$ cat src/rtl/seg_mux_capture.sv
// Receive side of the two-digit multiplexed 7-segment link.
// Debounces each digit, decodes glyphs to hex and assembles {hi, lo} codes.
module seg_mux_capture #(
  parameter int STABLE_CYCLES  = 4,
  parameter bit SEG_ACTIVE_LOW = 1'b0,
  parameter bit AN_ACTIVE_LOW  = 1'b1
) (
  input  logic       clk,
  input  logic       reset,
  input  logic [6:0] seg_in,
  input  logic [1:0] an_in,
  output logic [7:0] code_out,
  output logic       code_valid,
  output logic       code_changed,
  output logic       pat_err,
  output logic       busy
);

  localparam logic [7:0] STB = 8'(STABLE_CYCLES);

  typedef enum logic [1:0] {
    IDLE,
    GOT_LO,
    GOT_HI
  } state_t;

  logic [8:0] sync1_q;
  logic [8:0] sync2_q;
  logic [8:0] samp_q;
  logic [7:0] cnt_q;
  logic [7:0] cnt_d;
  logic       done_q;
  logic       done_d;
  logic [6:0] s_seg;
  logic [1:0] s_an;
  logic       eq;
  logic       an_lo;
  logic       an_hi;
  logic       acc;
  logic       legal;
  logic [3:0] nib;
  state_t     state_q;
  state_t     state_d;
  logic [3:0] lo_q;
  logic [3:0] lo_d;
  logic [3:0] hi_q;
  logic [3:0] hi_d;
  logic       perr_d;
  logic       first_q;

  always_ff @(posedge clk) begin
    if (reset) begin
      sync1_q <= '0;
      sync2_q <= '0;
      samp_q  <= '0;
    end else begin
      sync1_q <= {seg_in, an_in};
      sync2_q <= sync1_q;
      samp_q  <= sync2_q;
    end
  end

  assign s_seg = samp_q[8:2] ^ {7{SEG_ACTIVE_LOW}};
  assign s_an  = samp_q[1:0] ^ {2{AN_ACTIVE_LOW}};
  assign eq    = (sync2_q == samp_q);
  assign an_lo = (s_an == 2'b01);
  assign an_hi = (s_an == 2'b10);

  // Fires on the edge where the dwell counter reaches STB.
  assign acc = eq && (cnt_q == STB - 8'd1) && !done_q
               && (an_lo || an_hi);

  always_comb begin
    cnt_d  = 8'd1;
    done_d = 1'b0;
    if (eq) begin
      cnt_d  = (cnt_q == STB) ? cnt_q : cnt_q + 8'd1;
      done_d = done_q | acc;
    end
  end

  always_ff @(posedge clk) begin
    if (reset) begin
      cnt_q  <= '0;
      done_q <= 1'b0;
    end else begin
      cnt_q  <= cnt_d;
      done_q <= done_d;
    end
  end

  always_comb begin
    legal = 1'b1;
    nib   = 4'h0;
    case (s_seg)
      7'h3F: nib = 4'h0;
      7'h06: nib = 4'h1;
      7'h5B: nib = 4'h2;
      7'h4F: nib = 4'h3;
      7'h66: nib = 4'h4;
      7'h6D: nib = 4'h5;
      7'h7D: nib = 4'h6;
      7'h07: nib = 4'h7;
      7'h7F: nib = 4'h8;
      7'h6F: nib = 4'h9;
      7'h77: nib = 4'hA;
      7'h7C: nib = 4'hB;
      7'h39: nib = 4'hC;
      7'h5E: nib = 4'hD;
      7'h79: nib = 4'hE;
      7'h71: nib = 4'hF;
      default: legal = 1'b0;
    endcase
  end

  always_comb begin
    state_d = state_q;
    lo_d    = lo_q;
    hi_d    = hi_q;
    perr_d  = 1'b0;
    unique case (state_q)
      IDLE: begin
        if (acc && an_lo) begin
          if (legal) begin
            lo_d    = nib;
            state_d = GOT_LO;
          end else begin
            perr_d = 1'b1;
          end
        end
      end
      GOT_LO: begin
        if (acc) begin
          if (!legal) begin
            perr_d  = 1'b1;
            state_d = IDLE;
          end else if (an_hi) begin
            hi_d    = nib;
            state_d = GOT_HI;
          end else begin
            lo_d = nib;
          end
        end
      end
      GOT_HI: state_d = IDLE;
      default: state_d = IDLE;
    endcase
  end

  always_ff @(posedge clk) begin
    if (reset) begin
      state_q <= IDLE;
      lo_q    <= '0;
      hi_q    <= '0;
    end else begin
      state_q <= state_d;
      lo_q    <= lo_d;
      hi_q    <= hi_d;
    end
  end

  always_ff @(posedge clk) begin
    if (reset) begin
      code_out     <= '0;
      code_valid   <= 1'b0;
      code_changed <= 1'b0;
      pat_err      <= 1'b0;
      first_q      <= 1'b1;
    end else begin
      code_valid   <= (state_q == GOT_HI);
      code_changed <= 1'b0;
      pat_err      <= perr_d;
      if (state_q == GOT_HI) begin
        code_out     <= {hi_q, lo_q};
        code_changed <= first_q || ({hi_q, lo_q} != code_out);
        first_q      <= 1'b0;
      end
    end
  end

  assign busy = (state_q == GOT_LO);

endmodule
$ cat config.mk
export PLATFORM = sky130hd
export DESIGN_NAME = seg_mux_capture
export DESIGN_NICKNAME = d
export VERILOG_FILES = /design/src/rtl/seg_mux_capture.sv
export SDC_FILE = /design/constraint.sdc
export NUM_CORES = 1
export LEC_CHECK = 0
export CAP_MARGIN = 20
export CORE_ASPECT_RATIO = 1.75
export CORE_UTILIZATION = 41
export CTS_CLUSTER_DIAMETER = 80
export DETAILED_ROUTE_END_ITERATION = 6
export GPL_TIMING_DRIVEN = 0
export PLACE_DENSITY = 0.59
export SLEW_MARGIN = 20
export SYNTH_ARGS = -nofsm -noshare
export SYNTH_HDL_FRONTEND = slang
export SYNTH_SLANG_ARGS = --single-unit
$ cat constraint.sdc
create_clock -name clk -period 5.72 [get_ports clk]
set_input_delay 1.144 -clock clk [delete_from_list [all_inputs] [get_ports clk]]
set_output_delay 1.144 -clock clk [all_outputs]
set_load 0.03 [all_outputs]
=== Word level (Yosys, flattened, before mapping) ===
Cells that the tools add are included.

* Flip-flop bits (word level): 58
* Bits of input ports: 11
* Output and inout bits: 12
* Logic and storage cells: 85

* $add $sub $neg: 1
* Equal/unequal tests: 31
* Mux-type cells: 20
* Bitwise logic cells: 4
* Reduce and logical (&&, ||, !) cells: 15

{| class="wikitable"
|+ Operator list
! operator !! number
|-
| 7-bit equality test (second input constant) || 12
|-
| 4-bit one-hot mux with 15 select lines || 1
|-
| 4-bit two-way mux || 5
|-
| 16-bit OR reduction || 1
|-
| 7-bit by 3-bit equality test with 1-bit output (second input constant) || 2
|-
| 7-bit by 6-bit equality test with 1-bit output (second input constant) || 2
|-
| 2-bit two-way mux || 5
|-
| 9-bit equality test || 1
|-
| 8-bit by 1-bit adder with 8-bit output (second input constant) || 1
|-
| 8-bit by 2-bit equality test with 1-bit output (second input constant) || 1
|-
| 8-bit by 3-bit equality test with 1-bit output (second input constant) || 1
|-
| 2-bit != test (second input constant) || 4
|-
| 8-bit != test || 1
|-
| 4-bit one-hot mux with 2 select lines || 1
|-
| 4-bit AND reduction || 2
|-
| 1-bit two-way mux || 6
|-
| 6-bit AND reduction || 1
|-
| 2-bit by 1-bit equality test with 1-bit output (second input constant) || 2
|-
| 2-bit equality test (second input constant) || 2
|-
| 1-bit logical AND || 4
|-
| 2-bit by 1-bit != test with 1-bit output (second input constant) || 2
|-
| 2-bit one-hot mux with 2 select lines || 1
|-
| 2-bit OR reduction || 2
|-
| 3-bit != test (second input constant) || 1
|-
| other kinds (8) || 10
|}

=== Logic depth before layout (Yosys ltp) ===
Gate-level depths: netlist (run 1).

* Depth in word-level cells: 7
* Depth in mapped cells: 7
* Depth with buffers taken out: 7

=== Least setup slack after synthesis (run 1) ===
Ideal clock, no wire load.

* Path kind: register to output
* Start point: register state_q[0]
* End point: output port busy
* Arrival time: 0.945 ns
* Required time: 4.576 ns
* Setup slack: 3.631 ns
* Cell stages (with the launch flop): 2
* Buffers on the path: 0
* Cell sequence: dfxtp_1 > nor2b_1

* Word-level cells in the longest chain between the ends: 1

{| class="wikitable"
|+ RTL lines
! item !! line !! source
|-
| start: declaration || 42 || <nowiki>state_t state_q;</nowiki>
|-
| start signal: assignment || 156 || <nowiki>state_q <= state_d;</nowiki>
|-
| 2-bit by 1-bit equality test with 1-bit output || 181 || <nowiki>assign busy = (state_q == GOT_LO);</nowiki>
|-
| end: declaration || 16 || <nowiki>output logic busy</nowiki>
|}

Every way passes these cells.

=== Worst setup path in the final report (run 1) ===
Same ends and word-level chain as after synthesis.

==> results.txt, run 1 <==
IR analysis of the VDD net gives a maximum drop of 0.180 mV. For the filler-free cell count of the finished design, the log shows 403. The initial utilization of the core area, before any placement, comes to 43.0%. The post-route antenna net violation count was 0. Summing every instance area after synthesis gives 2700 um2.

Entering global routing, the biggest net connects 11 pins. Yosys mapped the design onto 50 distinct sky130hd cell types. Number of setup violations in the final report: 0.

The floorplan step defined a die boundary enclosing 6920 um2. The number of antenna violations at the first check in global routing is 0. Counting every net in the synthesized netlist gives 301. TritonCTS built the clock tree.

The tools report the maximum level of the CTS H-tree as 3. After the first detailed-routing iteration, the DRC count stood at 118. The pre-antenna-repair detailed-routing pass consisted of 4 iterations. The run finished with clean final reports. Summed over all cells, the static leakage comes to 1.21 nW.

Once placement completed, the tool counted placed cells totaling 387. The total area inside the core boundary comes to 6280 um2. The worst setup path is launched from a register.

Counting flops and latches in the post-synthesis netlist gives 58. Global routing finished with a remaining overflow of 0. Vertical extent of the die: 109 um.

The count of maximum capacitance violations is 0. The worst setup path is of the reg -> out kind. In the routed layout, each cell is associated on average with a via count of 5.10. In the final design database the tool counted 333 nets. The number of clock buffers added by TritonCTS is 9. The buffer depth of the longest clock path was 2. Sorting the synthesized cells by how often they occur yields 58 x sky130_fd_sc_hd__dfxtp_1, 34 x sky130_fd_sc_hd__nor2b_1, 28 x sky130_fd_sc_hd__nand2_1, 17 x sky130_fd_sc_hd__nor2_1. For the pin with the worst max-slew slack, the measured transition is 0.513 ns.

The wire length of the first global-routing pass came out at 9320 um. The tools report the HPWL reported at the end of detailed placement as 4000 um. The hold-fix buffer count after cts is 0. Yosys mapped a number of flops with a built-in enable equal to 0. The root buffer cell is sky130_fd_sc_hd__clkbuf_8. After detailed routing, the total wire length is 5180 um. Post-CTS repair changed the size of 0 cells. The run gives 0 as the final count of hold timing violations.

The run gives 2005 as the number of global-route vias before repair. The tools report the worst slew slack as a fraction of its limit as 65.8%. For this run, asynchronously set or reset flops after synthesis account for 0%. Row generation in the floorplan step produced 38 rows. Clock latency on the worst-skew pair, taken at its later pin, is 0.33 ns.

The final cycle utilization of the critical path is 51.6%, and the fraction of layout instances using a drive strength above 1 is 9.91%. Subtracting the final worst setup slack from the clock period gives 2.95 ns. Global routing consumed, over all layers together, 17.8% of the routing resources. The count of clock tree sinks is 58.

For the number of buffers inserted to repair setup after CTS, the log shows 0. The tools report the detailed-route via count as 2055. In the final routed layout, each cell accounts on average for 12.9 um.

The horizontal die dimension was 63.3 um; the average footprint of a synthesized cell was 9.43 um2. The top cell type by total area after synthesis was sky130_fd_sc_hd__dfxtp_1. Yosys attributes the largest share of cell area to sky130_fd_sc_hd__dfxtp_1 43%, sky130_fd_sc_hd__nor2b_1 7.9%, sky130_fd_sc_hd__xnor2_1 4.5%. Worst hold path class: reg -> reg. Data on the critical path is required at its endpoint by 4.58 ns.

The most used flip-flop cell after synthesis is sky130_fd_sc_hd__dfxtp_1. Library cell with the highest instance count after synthesis: sky130_fd_sc_hd__dfxtp_1. After detailed routing, the number of remaining DRC violations is 0. The area fraction of the dominant cell type after synthesis is 43.1%, and the synthesized instance count is 286. Data arrives at the worst endpoint at 1.81 ns. Setup repair after global routing left no endpoint under its margin.

The total power per unit cell area is 249 nW/um2. Between clock sinks in the finished design, the worst skew comes to 0.00613 ns. The final-report max-slew violation count is 0. Relative to the synthesized area, the layout overhead comes to 17.9%. Based on the critical path, the design can be clocked at up to 339 MHz.

Routability-driven placement finished with a final weighted congestion of 0.829. The yosys synthesis warning count is 0, and the number of placed I/O pins is 23. The tools report the type of element capturing the critical path as an output pin. Of all nets on the critical path, the largest fanout is 7. After clock tree synthesis, the clock-pin slew on the worst setup and hold paths is 0.06 ns.

The final-layout setup total negative slack came out at 0 ns. Port buffering added 21 buffers. Sequential elements use 43.1% of the synthesized area. The number of antenna diodes in the final layout is 0.
## path summary, 6_finish.rpt
check / endpoint / slack (ns) / cells after the start / startpoint
min reg2reg: sync2_q[6]$_SDFF_PP0_ / 0.44 / 1 / sync1_q[6]$_SDFF_PP0_
min: sync2_q[6]$_SDFF_PP0_ / 0.44 / 1 / sync1_q[6]$_SDFF_PP0_
max: busy / 2.77 / 2 / state_q[0]$_SDFFE_PP0P_
max reg2reg: hi_q[1]$_SDFFE_PP0P_ / 3.58 / 6 / samp_q[5]$_SDFF_PP0_
## critical path: stages (launching register included)
cell and delay (ns):
sky130_fd_sc_hd__dfxtp_1 0.43, sky130_fd_sc_hd__nor2b_1 0.32, sky130_fd_sc_hd__clkdlybuf4s50_1 0.73
## metal layers
layer / share of wire (%) / vias up / global-route usage [%]
met4: 3.3 / 0 / 10.2
li1: - / 1065 / -
met1: 41 / 937 / 17.9
met5: 0 / - / 0
met2: 53 / 39 / 32.4
met3: 2.7 / 14 / 4.92
## power breakdown
part / switching, mW / total [mW] / internal, mW
Clock: 0.158 / 0.324 / 0.166
Sequential: 0.00499 / 0.418 / 0.413
Combinational: 0.0284 / 0.0509 / 0.0225
## placed cells by master (no fill, tap or decap), drive strengths merged, types with 3 or more instances in the layout
cell	instances
and3	3
clkdlybuf4s50	21
nand3b	4
nor3	4
nor4	8
xnor2	14
or3	3
nor2b	34
nand2b	4
dfxtp	58
clkbuf	18
clkinv	3
nor2	17
a211oi	3
nand4	4
xor2	10
o31ai	4
buf	9
a21oi	14
ha	4
mux2i	6
nand2	28
nand3	10
nand4b	3
o311ai	3
inv	7
## kinds of logic after synthesis
logic type / share of synthesized area (%)
multiplexers: 3.34
buffers and inverters: 3.85
XOR/XNOR: 7.80
AND/OR/NAND/NOR: 29.0
adder cells (fa/ha/maj): 1.86
flip-flops: 43.1
AO/OA/AOI/OAI: 11.1
## registers in the layout (all words and copies together), names as in the netlist
name / flops
sync1_q: 9
cnt_q: 8
lo_q: 4
pat_err: 1
code_changed: 1
hi_q: 4
sync2_q: 9
first_q: 1
state_q: 2
code_out: 8
done_q: 1
samp_q: 9
code_valid: 1
## cell type report
| cell class | instances | area [um2] |
|---|---|---|
| clock inverter | 5 | 30.0 |
| timing repair buffer | 21 | 210 |
| clock buffer | 11 | 141 |
| fill | 651 | 3100 |
| tap | 80 | 100 |
| buffer | 16 | 77.6 |
| inverter | 7 | 26.3 |
| sequential | 58 | 1160 |
| multi-input combinational | 205 | 1430 |
## per-stage QoR
stage | power [mW] | utilization, % | worst slack (ns) | instance area [um2] | hold WS [ns]
6_report | 0.793 | 50.6 | 2.77 | 3180 | 0.436
3_3_place_gp | 0.478 | 47.9 | 3.11 | 3010 | 0.418
2_1_floorplan | 0.462 | - | 3.63 | 2700 | 0.414
4_1_cts | 0.808 | 50.6 | 2.75 | 3180 | 0.443
3_5_place_dp | 0.478 | 47.9 | 3.12 | 3010 | 0.427
5_1_grt | 0.833 | 50.6 | 2.64 | 3180 | 0.454
Power figures use the tool's default switching activity.
==> run 2: changes to the inputs <==
--- a/config.mk
+++ b/config.mk
@@ -11,7 +11,7 @@
 export CTS_CLUSTER_DIAMETER = 80
 export DETAILED_ROUTE_END_ITERATION = 6
 export GPL_TIMING_DRIVEN = 0
-export PLACE_DENSITY = 0.59
+export PLACE_DENSITY = 0.61
 export SLEW_MARGIN = 20
 export SYNTH_ARGS = -nofsm -noshare
 export SYNTH_HDL_FRONTEND = slang
==> constraint.sdc (replaced) <==
create_clock -name clk -period 2.5 [get_ports clk]
set_input_delay 0.5 -clock clk [delete_from_list [all_inputs] [get_ports clk]]
set_output_delay 0.5 -clock clk [all_outputs]
set_load 0.03 [all_outputs]
==> run 2 against run 1 <==
Global-route usage up 0.068 points. Sequential cell count stayed put. Register-to-register slack got worse by 3.2 ns. Routed wire length is 2.2% higher. Total power rose to 2.6 times the previous value. Final cell count decreased by 0.25%.
==> results.txt, run 2 (synthesis gave the netlist of run 1 again) <==
The setup path with the least slack is of type reg -> out. The worst hold path class was reg -> reg. The initial DRC count was 82 (-31%); the post-CTS resize count was 0 (unchanged). Of the available clock period, the critical path in the final layout requires 92.6%.

The run gives 3220 um2 (+1.4%) as the final design area excluding fillers. The logs give 58 (unchanged) for the count of clock tree sinks and 0 (unchanged) for the number of antenna violations at the first check in global routing. The tools report the pin count of the biggest net entering global routing as 11 (unchanged). The tools report the kind of start point of the critical path as a register. The setup slack at placement is 0.338 ns (-2.78 ns), and the number of buffers inserted during clock tree synthesis is 9 (unchanged). The tools report the final standard cell utilization of the core as 51.4% (+0.72 points). The worst path required time came out at 2.00 ns (-2.58 ns).

The wire length of the first global-routing pass is 9070 um (-2.6%), and the area of combinational cells with multiple inputs is 1430 um2 (unchanged). The area of the die came out at 6920 um2 (unchanged). The horizontal die dimension came out at 63.3 um (unchanged). The area of the core region was 6280 um2 (unchanged); the worst slew slack as a fraction of its limit was 65.9% (+0.11 points).

The flow ran to the end, and the final reports show no timing, DRC or antenna violations. The port buffer count is 21 (unchanged). Number of buffers and inverters on the critical path: 1 (unchanged). The setup slack of the most critical reg-to-reg path is 0.34 ns (-3.24 ns), and the hold-fix buffer count after cts is 0 (unchanged).

The run gives 0 (unchanged) as the number of setup violations in the final report. The wire length per cell after detailed routing was 13.2 um (+2.4%); the worst setup margin was 0.184 ns (-2.58 ns). The setup skew after layout was 0.0123 ns (+0.00621 ns); the clock-pin transition on the worst setup and hold timing paths was 0.06 ns (about the same). The tools report the combined global-route utilization of all metal layers as 17.8% (+0.068 points). Final weighted congestion of routability-driven global placement: 0.816 (-1.5%). The total power was 2.03 mW (+160%). In the layout the commonest cells are 58 x sky130_fd_sc_hd__dfxtp_1, 34 x sky130_fd_sc_hd__nor2b_1, 28 x sky130_fd_sc_hd__nand2_1. The area added between synthesis and finish was 19.5%; the area taken by flip-flops and latches was 1160 um2 (unchanged). The tools report the maximum level of the CTS H-tree as 3 (unchanged). The critical path goes through nor2b_1 > clkdlybuf4s50_1. The largest individual stage delay along the critical path comes from the cell sky130_fd_sc_hd__clkdlybuf4s50_1. Global-route congestion overflow total: 0 (unchanged). The worst setup path is captured at an output pin.

The worst endpoint data arrival time was 1.82 ns (about the same); the number of optimization iterations in the first detailed-route pass was 4 (unchanged). Cell area after placement: 3010 um2 (unchanged). The count of standard-cell rows came out at 38 (unchanged). The final routed DRC violation total was 0 (unchanged); the delay of the slowest cell on the worst path was 0.73 ns (about the same).

The number of inserted diodes was 0 (unchanged); the number of placed I/O pins was 23 (unchanged). The mean number of vias per cell works out to 5.15 (+1.0%). For the clock latency at the later pin of the worst-skew pair, the log shows 0.35 ns (+0.02 ns). The largest registers in the layout are samp_q (9), sync1_q (9), sync2_q (9). For the detailed-route via count, the log shows 2071 (+0.78%). The number of filler instances in the final layout was 630 (-3.2%).

TritonCTS built the clock tree. The slew at the pin closest to its max-slew limit came out at 0.511 ns (-0.00170 ns). The number of buffers inserted to repair setup after CTS is 0 (unchanged), and the filler-free cell count of the finished design is 402 (-0.25%). Maximum net fanout on the critical path: 7 (unchanged).

On the critical path the largest part of the delay comes from buffers and inverters. The tools report the post-route antenna net violation count as 0 (unchanged). For the HPWL reported at the end of detailed placement, the log shows 3920 um (-1.9%). The root buffer cell was sky130_fd_sc_hd__clkbuf_8. The final count of hold timing violations was 0 (unchanged). The buffer depth of the longest clock path was 2 (unchanged); the highest clock frequency the design can meet was 432 MHz.

The worst supply voltage drop on vdd is 0.451 mV (+150%). The total wire length is 5300 um (+2.2%). Most common cell after layout, fill and taps aside: sky130_fd_sc_hd__dfxtp_1. The logs give 43.0% (unchanged) for the starting density of the core and 1.23 nW (+2.2%) for the leakage power summed over all cells.

The routed design could run at a clock period as short as 2.32 ns. The vertical extent of the die was 109 um (unchanged). The logs give 0 (unchanged) for the final-report max-slew violation count and 2012 (+0.35%) for the number of global-route vias before repair. Setup repair after global routing left no endpoint under its margin. The number of cells after detailed placement was 387 (unchanged); the fraction of layout instances using a drive strength above 1 was 9.94% (+0.031 points). The final-layout setup total negative slack was 0 ns (unchanged); the total power per unit cell area was 629 nW/um2 (+150%). The final net count was 333 (unchanged). The logs give 0 (unchanged) for the count of maximum capacitance violations and 0.434 ns (-0.00240 ns) for the tightest hold margin.
[run 2: cell types whose count changed in the layout (fill, tap and decap cells not counted), sizes merged]
cell      change
clkinvlp      -2
clkbuf        -1
bufinv        +2
[run 2: final cells by class]
| cell class | count | share of cell area [%] |
|---|---|---|
| Buffer | 16 | 2.41 |
| Clock buffer | 10 | 4.27 |
| Clock inverter | 5 | 2.45 |
| Inverter | 7 | 0.815 |
| Multi-Input combinational cell | 205 | 44.4 |
| Sequential cell | 58 | 36.0 |
| Tap cell | 80 | 3.11 |
| Timing Repair Buffer | 21 | 6.52 |
[run 2: power breakdown]
group / switching (mW) / internal, mW
combinational: 0.0653 / 0.0514
clock: 0.375 / 0.580
sequential: 0.0111 / 0.944
total: 0.452 / 1.58
[run 2: metal layers]
layer / global-route usage (%) / part of all wire [%] / vias to the layer above / routed length, um
li1: - / - / 1063 / -
met1: 16.3 / 39 / 935 / 2060
met2: 33.0 / 53 / 52 / 2800
met3: 5.44 / 3.8 / 21 / 203
met4: 12.5 / 4.4 / 0 / 233
met5: 0 / 0 / - / 0
[run 2: worst reg2reg max path, cell delays in order, from the launching register on]
cell                       delay (ns)
sky130_fd_sc_hd__dfxtp_1         0.42
sky130_fd_sc_hd__buf_2           0.27
sky130_fd_sc_hd__xnor2_1         0.16
sky130_fd_sc_hd__nand4_2         0.22
sky130_fd_sc_hd__nor4_4          0.47
sky130_fd_sc_hd__o311ai_4        0.20
sky130_fd_sc_hd__mux2_4          0.33
[run 2: path summary, 6_finish.rpt]
kind                                               to                    start  cells after the start
worst min-delay path            sync2_q[8]$_SDFF_PP0_    sync1_q[8]$_SDFF_PP0_                      1
worst max-delay path                             busy  state_q[0]$_SDFFE_PP0P_                      2
worst min register to register  sync2_q[8]$_SDFF_PP0_    sync1_q[8]$_SDFF_PP0_                      1
worst max register to register   lo_q[1]$_SDFFE_PP0P_     samp_q[4]$_SDFF_PP0_                      6
==> run 3: changes to the inputs <==
--- a/config.mk
+++ b/config.mk
@@ -8,7 +8,7 @@
 export CAP_MARGIN = 20
 export CORE_ASPECT_RATIO = 1.75
 export CORE_UTILIZATION = 41
-export CTS_CLUSTER_DIAMETER = 80
+export CTS_CLUSTER_DIAMETER = 40
 export DETAILED_ROUTE_END_ITERATION = 6
 export GPL_TIMING_DRIVEN = 0
 export PLACE_DENSITY = 0.61
@@ -16,3 +16,4 @@
 export SYNTH_ARGS = -nofsm -noshare
 export SYNTH_HDL_FRONTEND = slang
 export SYNTH_SLANG_ARGS = --single-unit
+export TNS_END_PERCENT = 30
==> results of run 3 <==
Same layout as run 2: the final DEF is identical, and so are final timing and power.
